$ cat config.mk
export PLATFORM = sky130hd
export DESIGN_NAME = axis_frame_len_mc
export DESIGN_NICKNAME = d
export VERILOG_FILES = /design/src/rtl/axis_frame_len_pkg.sv /design/src/rtl/axis_frame_len_acc.sv /design/src/rtl/axis_frame_len_mc.sv
export SDC_FILE = /design/constraint.sdc
export NUM_CORES = 1
export LEC_CHECK = 0
export CAP_MARGIN = 20
export CORE_AREA = 8 8 139 141
export DETAILED_ROUTE_END_ITERATION = 7
export DIE_AREA = 0 0 147 149
export PLACE_DENSITY = 0.86
export SYNTH_ARGS = -nofsm -noshare
export SYNTH_HDL_FRONTEND = slang
export SYNTH_SLANG_ARGS = --single-unit
$ cat constraint.sdc
create_clock -name clk -period 6.9 [get_ports clk]
set_input_delay 2.07 -clock clk [delete_from_list [all_inputs] [get_ports clk]]
set_output_delay 2.07 -clock clk [all_outputs]
set_load 0.01 [all_outputs]
$ cat src/rtl/axis_frame_len_pkg.sv
// Shared types and helpers for the multi-channel AXI-Stream frame-length monitor.
package axis_frame_len_pkg;

  localparam int KEEP_MAX = 128;
  localparam int LEN_MAX  = 32;

  typedef struct packed {
    logic [LEN_MAX-1:0] len;
    logic               ovf;
  } len_res_t;

  // Counts set bits among the lowest w bits of v.
  function automatic logic [7:0] popcount(
    input logic [KEEP_MAX-1:0] v,
    input int unsigned         w
  );
    logic [7:0] n;
    n = '0;
    for (int unsigned i = 0; i < KEEP_MAX; i++) begin
      if (i < w) n = n + {7'd0, v[i]};
    end
    return n;
  endfunction

  function automatic int id_width(input int ch);
    return (ch > 1) ? $clog2(ch) : 1;
  endfunction

endpackage

$ cat src/rtl/axis_frame_len_acc.sv
// Per-channel byte accumulator with one-deep result slot and drop detection.
// Saturation is built only when AXIS_FRAME_LEN_SAT_EN is defined.
module axis_frame_len_acc
  import axis_frame_len_pkg::*;
#(
  parameter int KEEP_ENABLE = 1,
  parameter int KEEP_WIDTH  = 8,
  parameter int LEN_WIDTH   = 16
) (
  input  logic                  clk,
  input  logic                  rst,
  input  logic [KEEP_WIDTH-1:0] keep_i,
  input  logic                  valid_i,
  input  logic                  ready_i,
  input  logic                  last_i,
  input  logic                  take_i,
  output len_res_t              res_o,
  output logic                  full_o,
  output logic                  active_o,
  output logic                  drop_o
);

  logic                 beat;
  logic                 store;
  logic [LEN_WIDTH:0]   cnt;
  logic [LEN_WIDTH:0]   sum;
  logic [LEN_WIDTH-1:0] nxt_len;
  logic [LEN_WIDTH-1:0] acc_q, acc_d;
  logic [LEN_WIDTH-1:0] slot_q, slot_d;
  logic                 full_q, full_d;
  logic                 active_q, active_d;
  logic                 drop_q, drop_d;

  assign beat  = valid_i & ready_i;
  assign store = beat & last_i & (~full_q | take_i);
  assign cnt   = (KEEP_ENABLE != 0)
               ? (LEN_WIDTH+1)'(popcount(KEEP_MAX'(keep_i), KEEP_WIDTH))
               : (LEN_WIDTH+1)'(1);
  assign sum   = {1'b0, acc_q} + cnt;

`ifdef AXIS_FRAME_LEN_SAT_EN
  logic nxt_ovf;
  logic ovf_q;
  logic slot_ovf_q;

  // Once a frame has overflowed it stays pinned at the maximum.
  assign nxt_ovf = ovf_q | sum[LEN_WIDTH];
  assign nxt_len = nxt_ovf ? '1 : sum[LEN_WIDTH-1:0];

  always_ff @(posedge clk or posedge rst) begin
    if (rst) begin
      ovf_q      <= 1'b0;
      slot_ovf_q <= 1'b0;
    end else if (beat) begin
      ovf_q <= last_i ? 1'b0 : nxt_ovf;
      if (store) slot_ovf_q <= nxt_ovf;
    end
  end

  assign res_o.ovf = slot_ovf_q;
`else
  logic unused_carry;

  assign unused_carry = sum[LEN_WIDTH];
  assign nxt_len      = sum[LEN_WIDTH-1:0];
  assign res_o.ovf    = 1'b0;
`endif

  always_comb begin
    acc_d    = acc_q;
    slot_d   = slot_q;
    active_d = active_q;
    full_d   = full_q & ~take_i;
    drop_d   = beat & last_i & full_q & ~take_i;
    if (beat) begin
      if (last_i) begin
        acc_d    = '0;
        active_d = 1'b0;
      end else begin
        acc_d    = nxt_len;
        active_d = 1'b1;
      end
    end
    if (store) begin
      full_d = 1'b1;
      slot_d = nxt_len;
    end
  end

  always_ff @(posedge clk or posedge rst) begin
    if (rst) begin
      acc_q    <= '0;
      slot_q   <= '0;
      full_q   <= 1'b0;
      active_q <= 1'b0;
      drop_q   <= 1'b0;
    end else begin
      acc_q    <= acc_d;
      slot_q   <= slot_d;
      full_q   <= full_d;
      active_q <= active_d;
      drop_q   <= drop_d;
    end
  end

  assign res_o.len = LEN_MAX'(slot_q);
  assign full_o    = full_q;
  assign active_o  = active_q;
  assign drop_o    = drop_q;

endmodule

$ cat src/rtl/axis_frame_len_mc.sv
// Multi-channel frame-length monitor: per-channel accumulators, round-robin drain.
// Overflow tagging on len_tuser is built only when AXIS_FRAME_LEN_SAT_EN is defined.
module axis_frame_len_mc
  import axis_frame_len_pkg::*;
#(
  parameter  int DATA_WIDTH  = 64,
  parameter  int KEEP_ENABLE = (DATA_WIDTH > 8),
  parameter  int KEEP_WIDTH  = DATA_WIDTH / 8,
  parameter  int LEN_WIDTH   = 16,
  parameter  int CHANNELS    = 4,
  localparam int ID_WIDTH    = id_width(CHANNELS)
) (
  input  logic                           clk,
  input  logic                           rst,
  input  logic [CHANNELS*KEEP_WIDTH-1:0] monitor_axis_tkeep,
  input  logic [CHANNELS-1:0]            monitor_axis_tvalid,
  input  logic [CHANNELS-1:0]            monitor_axis_tready,
  input  logic [CHANNELS-1:0]            monitor_axis_tlast,
  output logic [LEN_WIDTH-1:0]           len_tdata,
  output logic [ID_WIDTH-1:0]            len_tid,
  output logic                           len_tuser,
  output logic                           len_tvalid,
  input  logic                           len_tready,
  output logic [CHANNELS-1:0]            frame_active,
  output logic [CHANNELS-1:0]            len_drop
);

  len_res_t              res [CHANNELS];
  logic [CHANNELS-1:0]   full;
  logic [CHANNELS-1:0]   take;
  logic [ID_WIDTH-1:0]   ptr_q, ptr_d;
  logic [ID_WIDTH-1:0]   win;
  logic [ID_WIDTH:0]     j;
  logic                  found;
  logic                  load;
  logic                  valid_q;
  logic [LEN_WIDTH-1:0]  data_q;
  logic [ID_WIDTH-1:0]   id_q;
  logic                  unused_res;

  for (genvar c = 0; c < CHANNELS; c++) begin : g_ch
    axis_frame_len_acc #(
      .KEEP_ENABLE (KEEP_ENABLE),
      .KEEP_WIDTH  (KEEP_WIDTH),
      .LEN_WIDTH   (LEN_WIDTH)
    ) u_acc (
      .clk      (clk),
      .rst      (rst),
      .keep_i   (monitor_axis_tkeep[c*KEEP_WIDTH +: KEEP_WIDTH]),
      .valid_i  (monitor_axis_tvalid[c]),
      .ready_i  (monitor_axis_tready[c]),
      .last_i   (monitor_axis_tlast[c]),
      .take_i   (take[c]),
      .res_o    (res[c]),
      .full_o   (full[c]),
      .active_o (frame_active[c]),
      .drop_o   (len_drop[c])
    );
  end

  // Search full slots starting at the pointer, wrapping at CHANNELS.
  always_comb begin
    found = 1'b0;
    win   = '0;
    j     = '0;
    for (int k = 0; k < CHANNELS; k++) begin
      j = {1'b0, ptr_q} + (ID_WIDTH+1)'(k);
      if (j >= (ID_WIDTH+1)'(CHANNELS)) j = j - (ID_WIDTH+1)'(CHANNELS);
      if (!found && full[j[ID_WIDTH-1:0]]) begin
        found = 1'b1;
        win   = j[ID_WIDTH-1:0];
      end
    end
  end

  assign load  = found & (~valid_q | len_tready);
  assign take  = load ? (CHANNELS'(1) << win) : '0;
  assign ptr_d = (win == ID_WIDTH'(CHANNELS-1)) ? '0 : win + 1'b1;

  always_ff @(posedge clk or posedge rst) begin
    if (rst) begin
      ptr_q   <= '0;
      valid_q <= 1'b0;
      data_q  <= '0;
      id_q    <= '0;
    end else if (load) begin
      ptr_q   <= ptr_d;
      valid_q <= 1'b1;
      data_q  <= res[win].len[LEN_WIDTH-1:0];
      id_q    <= win;
    end else if (len_tready) begin
      valid_q <= 1'b0;
    end
  end

`ifdef AXIS_FRAME_LEN_SAT_EN
  logic user_q;

  always_ff @(posedge clk or posedge rst) begin
    if (rst)       user_q <= 1'b0;
    else if (load) user_q <= res[win].ovf;
  end

  assign len_tuser = user_q;
`else
  assign len_tuser = 1'b0;
`endif

  always_comb begin
    unused_res = 1'b0;
    for (int c = 0; c < CHANNELS; c++) unused_res = unused_res ^ (^res[c]);
  end

  assign len_tvalid = valid_q;
  assign len_tdata  = data_q;
  assign len_tid    = id_q;

endmodule

; Word level (Yosys, flattened, before mapping)
; Cells that the tools add are included.
[word_totals]
regBits = 161
input_bits = 47
wordCells = 161
[classes]
addsub = 40
n_lt_le_gt_ge = 9
n_eq_ne = 1
n_shift = 1
n_mux = 39
n_bitwise = 40
reduce_logical = 7
[op_table]
columns = cell, n
row1 = $add 8x1->8, 24
row2 = $bmux 33 s2, 1
row3 = $add 16x8->16, 4
row4 = $mux 16, 4
row5 = $mux 17, 2
row6 = $and 1x1->1, 25
row7 = $mux 1, 18
row8 = $mux 2, 9
row9 = $ge 3x3->1 const B, 4
row10 = $lt 2x3->1 const B, 4
row11 = $not 1->1, 9
row12 = $add 1x1->2, 4
row13 = $bmux 1 s2, 4
row14 = $sub 2x1->2 const B, 4
row15 = $add 2x2->3 const B, 2
row16 = $or 1x1->1, 5
row17 = $mux 4, 1
row18 = $shl 1x2->4 const A, 1
row19 = $add 2x1->3 const B, 1
row20 = $ge 2x3->1 const B, 1
row21 = $logic_and 1x1->1, 3
row22 = $logic_not 1->1, 3
row23 = $not 2->3, 1
row24 = $add 2x1->2 const B, 1
row25 = 2 further kinds, 2

; Longest topological paths before layout
[depth]
depth_word = 19
ltp_mapped = 16

; Hierarchy
; From an unflattened synthesis, not the netlist that was laid out.
[unflattened]
hier_cells = 1110
area_unflattened_um2 = 10351.2
[by_module_without_submodules]
columns = mod, n_inst, cells_each, area_per_inst_um2
row1 = axis_frame_len_acc at g_ch[0].u_acc ..., 2, 234, 2209.6
row2 = axis_frame_len_acc at g_ch[3].u_acc, 1, 246, 2243.4
row3 = axis_frame_len_acc at g_ch[2].u_acc, 1, 244, 2214.6
row4 = axis_frame_len_mc, 1, 152, 1473.9

; Least setup slack after synthesis
; No wires, ideal clock.
[synth_path]
kind = input port to flip-flop
from = input port monitor_axis_tkeep[8]
to = register g_ch[1].u_acc.acc_q[15]
arrival_time_ps = 5616
required_time_ps = 6831
setup_slack_ps = 1215
cell_stages = 13
path_buffers = 0
path_cell_list = ha_1 > inv_1 > fa_1 > fa_1 > fa_1 > fa_1 > inv_1 > ha_1 > a211oi_1 > o21ai_1 > nand4_1 > or3_1 > nand3_1
[synth_via]
elab_chain_len = 9
[synth_rtl]
columns = element, line
row1 = from (decl), axis_frame_len_mc.sv:15  ; input logic [CHANNELS*KEEP_WIDTH-1:0] monitor_axis_tkeep,
row2 = $add 1x1->2, axis_frame_len_pkg.sv:20  ; if (i < w) n = n + {7'd0, v[i]};
row3 = $add 8x1->8 (6 in series), axis_frame_len_pkg.sv:20
row4 = $add 16x8->16, axis_frame_len_acc.sv:39  ; assign sum = {1'b0, acc_q} + cnt;
row5 = $mux 16, axis_frame_len_acc.sv:76  ; if (last_i) begin
row6 = to (signal assigned), axis_frame_len_acc.sv:92  ; acc_q <= '0;
row7 = to (signal assigned), axis_frame_len_acc.sv:98  ; acc_q <= acc_d;
row8 = to (decl), axis_frame_len_acc.sv:28  ; logic [LEN_WIDTH-1:0] acc_q, acc_d;
; No other way between the ends.
; A chain may end at the register's enable or synchronous reset.

; Worst setup path in the final report
[layout_path]
from = input port monitor_axis_tkeep[1]
to = register g_ch[0].u_acc.acc_q[15]
[layout_via]
elab_chain_len = 9
[layout_rtl]
columns = element, line
row1 = $add 1x1->2, axis_frame_len_pkg.sv:20
row2 = $add 8x1->8 (6 in series), axis_frame_len_pkg.sv:20
row3 = $add 16x8->16, axis_frame_len_acc.sv:39
row4 = $mux 16, axis_frame_len_acc.sv:76
row5 = to (signal assigned), axis_frame_len_acc.sv:92
row6 = to (signal assigned), axis_frame_len_acc.sv:98
row7 = to (decl), axis_frame_len_acc.sv:28
; No other way between the ends.

==> out/metrics.csv <==
metric,value,unit
RSZ-0062 raised after global routing,no,
syn_area_per_cell,9.53,µm²
Netlist Area Pre-Place,0.00926,mm²
CTS H-tree depth,4,
Root Driver,clkbuf_16,
Synth area leaders,"dfrtp_1 (43%), fa_1 (4.3%), ha_1 (4.3%)",
# diodes,0,
register bit count reported by yosys,161,
vias per inst,5.85,
worst hold path class,flop to flop,
Worst Tran Pin Value,1070,ps
Vias,7299,
DP Worst Slack,63.6,ps
CTS Buffer Depth,2,
"Seq/Total Area, Yosys",43.5,%
Max Cap Viol,0,
CTS-repair resized insts,0,
initial antenna violation count,0,
Synth Flop Type,dfrtp_1,
final setup fails,0,
"Net count, final",1110,
most common cell in the netlist,dfrtp_1,
Post-synth EDFFs,0,
shortest period the worst path allows,5940,ps
crit-path max FO,10,
Worst EP arrival,6230,ps
DP HPWL,15.6,mm
Fin Clk Skew,7.48,ps
Slew HR,28.3,%
status,"complete, no violations",
latest clock arrival within the worst-skew pair,440,ps
Peak VDD IR,249,µV
synthesized netlist cell count,972,
Residual DRC,0,
Clock Pin Slew Worst Setup and Hold Paths,60,ps
CP Launch Type,input port,
Pwr Total,3.88,mW
hold buffers post-CTS,0,
Post-DRT Antenna Nets,0,
Ports,75,
Area Growth Syn to Fin,15.0,%
total die area,0.0219,mm²
Max Fclk,168,MHz
clock power share,23.9,%
"Req. time, crit path",7190,ps
critical path class,input port to flop,
layout cells sized above 1,5.87,%
grt total ovfl,0,
initial DRC count,469,
Die Wd,147,µm
Critical Path End Type,flop,
Layout fillers,1366,
Post-synth ARST share,100,%
PwrDens,364,mW/mm²
Pre-antenna DRT Iters,5,
Routability Congestion,0.828,
Pint,2.42,mW
CTS tree,done,
syn_nets,1071,
CORE AREA,0.0171,mm²
combinational power share,38.4,%
"area leader, netlist",dfrtp_1,
"top cells by count, synth","dfrtp_1 (161), nand2_1 (84), nor2_1 (79)",
first-pass GRT wire length,36.6,mm
Net Sw Power,1.46,mW
Hold Fails Final Rpt,0,
initial core utilization,54.3,%
vias in the first global route,7327,
pin count of the biggest net entering global routing,96,
worst setup margin,961,ps
LEAKAGE,4.70,nW
Post-Route WL,22.1,mm
setup TNS,0,ps
CTS sink count,161,
# rows,48,
wire length per cell,17.7,µm
area fraction of the dominant cell type after synthesis,43.5,%
die height,149,µm
Tcrit/Tclk final,86.1,%
Tot GR Track Use,20.7,%
"Setup Fix Bufs, Post-CTS",0,
CTS Buf Count,17,
Seq pwr share,37.7,%
PortBufs,73,
switch share,37.6,%
Yosys cell types,54,
YS warnings,0,
Final Max Slew Viols,0,
kinds of logic (layout without fill, tap and decap cells):
kind of cell | count (synthesis) | count (layout) | synth area share, %
mux | 32 | 32 | 3.66
flops | 161 | 161 | 43.5
simple gates | 277 | 277 | 14.6
xor+xnor | 60 | 60 | 5.67
fa+ha+maj | 52 | 52 | 8.65
buf+inv | 131 | 182 | 5.93
other cells | 1 | 1 | 0.0405
compound gates | 258 | 258 | 17.9
final timing paths:
path / start / endpoint / slack [ps] / cells after the start
min in group asynchronous: rst / g_ch[1].u_acc.acc_q[14]$_DFFE_PP0P_ / 2180 / 2
max in group asynchronous: rst / g_ch[0].u_acc.acc_q[4]$_DFFE_PP0P_ / 3660 / 3
setup reg to reg: g_ch[0].u_acc.full_o$_DFF_PP0_ / g_ch[3].u_acc.slot_q[0]$_DFFE_PP0P_ / 3420 / 9
hold reg to reg: g_ch[2].u_acc.active_o$_DFFE_PP0P_ / g_ch[2].u_acc.active_o$_DFFE_PP0P_ / 480 / 2
hold / removal: g_ch[2].u_acc.active_o$_DFFE_PP0P_ / g_ch[2].u_acc.active_o$_DFFE_PP0P_ / 480 / 2
setup / recovery: monitor_axis_tkeep[1] / g_ch[0].u_acc.acc_q[15]$_DFFE_PP0P_ / 960 / 14
critical path: stages:
cell and delay [ps]:
clkdlybuf4s50_1 410, ha_1 270, inv_1 40, fa_1 490
fa_1 420, fa_1 430, fa_1 560, inv_1 60
ha_1 290, a211oi_1 70, o21ai_1 550, nand4_1 270
mux2i_1 200, o21ai_0 90
power groups by stage:
stage / clock network (mW) / registers, mW / logic [mW]
2_1_floorplan: 0 / 1.38 / 1.08
3_3_place_gp: 0 / 1.46 / 1.40
3_5_place_dp: 0 / 1.47 / 1.47
4_1_cts: 0.933 / 1.46 / 1.48
5_1_grt: 0.971 / 1.49 / 1.65
6_report: 0.926 / 1.46 / 1.49
per-layer routing:
| metal | global-route usage, % | up-vias | wire length [µm] |
|---|---|---|---|
| met5 | 0 | - | 0 |
| met4 | 7.80 | 0 | 518 |
| met3 | 4.22 | 46 | 1140 |
| met2 | 34.1 | 218 | 10800 |
| met1 | 26.5 | 3580 | 9650 |
| li1 | - | 3455 | - |
metrics by stage:
| step | instances | util (%) | instance area (µm²) | hold slack [ps] |
|---|---|---|---|---|
| 6_report | 1248 | 62.4 | 10600 | 475 |
| 5_1_grt | 1248 | 62.4 | 10600 | 511 |
| 3_3_place_gp | 1215 | 58.9 | 10100 | 458 |
| 4_1_cts | 1246 | 62.3 | 10600 | 481 |
| 3_5_place_dp | 1215 | 58.9 | 10100 | 467 |
| 2_1_floorplan | 972 | - | 9260 | 442 |
cell usage in the layout, fill, tap and decap left out, types with 7 or more instances in the layout:
cell type | netlist | final
mux2i_1 | 20 | 20
nand4_1 | 11 | 11
and4_1 | 8 | 8
xor2_1 | 39 | 39
nand3_1 | 17 | 17
buf_4 | 13 | 7
clkbuf_16 | 0 | 17
fa_1 | 20 | 20
nand2_1 | 84 | 84
clkdlybuf4s50_1 | 0 | 73
nor2b_1 | 11 | 11
nand3b_1 | 12 | 12
and3_1 | 7 | 7
nand2b_1 | 9 | 9
o21a_1 | 9 | 9
xnor2_1 | 21 | 21
a21oi_1 | 59 | 56
nor3b_1 | 15 | 15
or3_1 | 12 | 12
ha_1 | 32 | 32
dfrtp_1 | 161 | 161
nor2_1 | 79 | 79
a22o_1 | 15 | 15
o21ai_0 | 70 | 70
mux2_2 | 11 | 11
a211oi_1 | 34 | 34
o31ai_1 | 26 | 26
inv_1 | 68 | 67
state kept, by name (all words and copies together) (netlist names):
signal               flops
g_ch.u_acc.active_o      4
len_tid                  2
g_ch.u_acc.full_o        4
g_ch.u_acc.slot_q       64
g_ch.u_acc.acc_q        64
len_tvalid               1
len_tdata               16
ptr_q                    2
g_ch.u_acc.drop_o        4
cell type report:
type                    instances  area (µm²)  share of cell area [%]
clock buffers                  21         460                    4.32
clock inverters                10         111                    1.05
inverters                      69         264                    2.48
multi-input cells             680        4700                    44.1
flip-flops and latches        161        4030                    37.8
well taps                     225         282                    2.64
repair buffers                 82         806                    7.57
No activity file was read; power rests on OpenSTA's default activity.
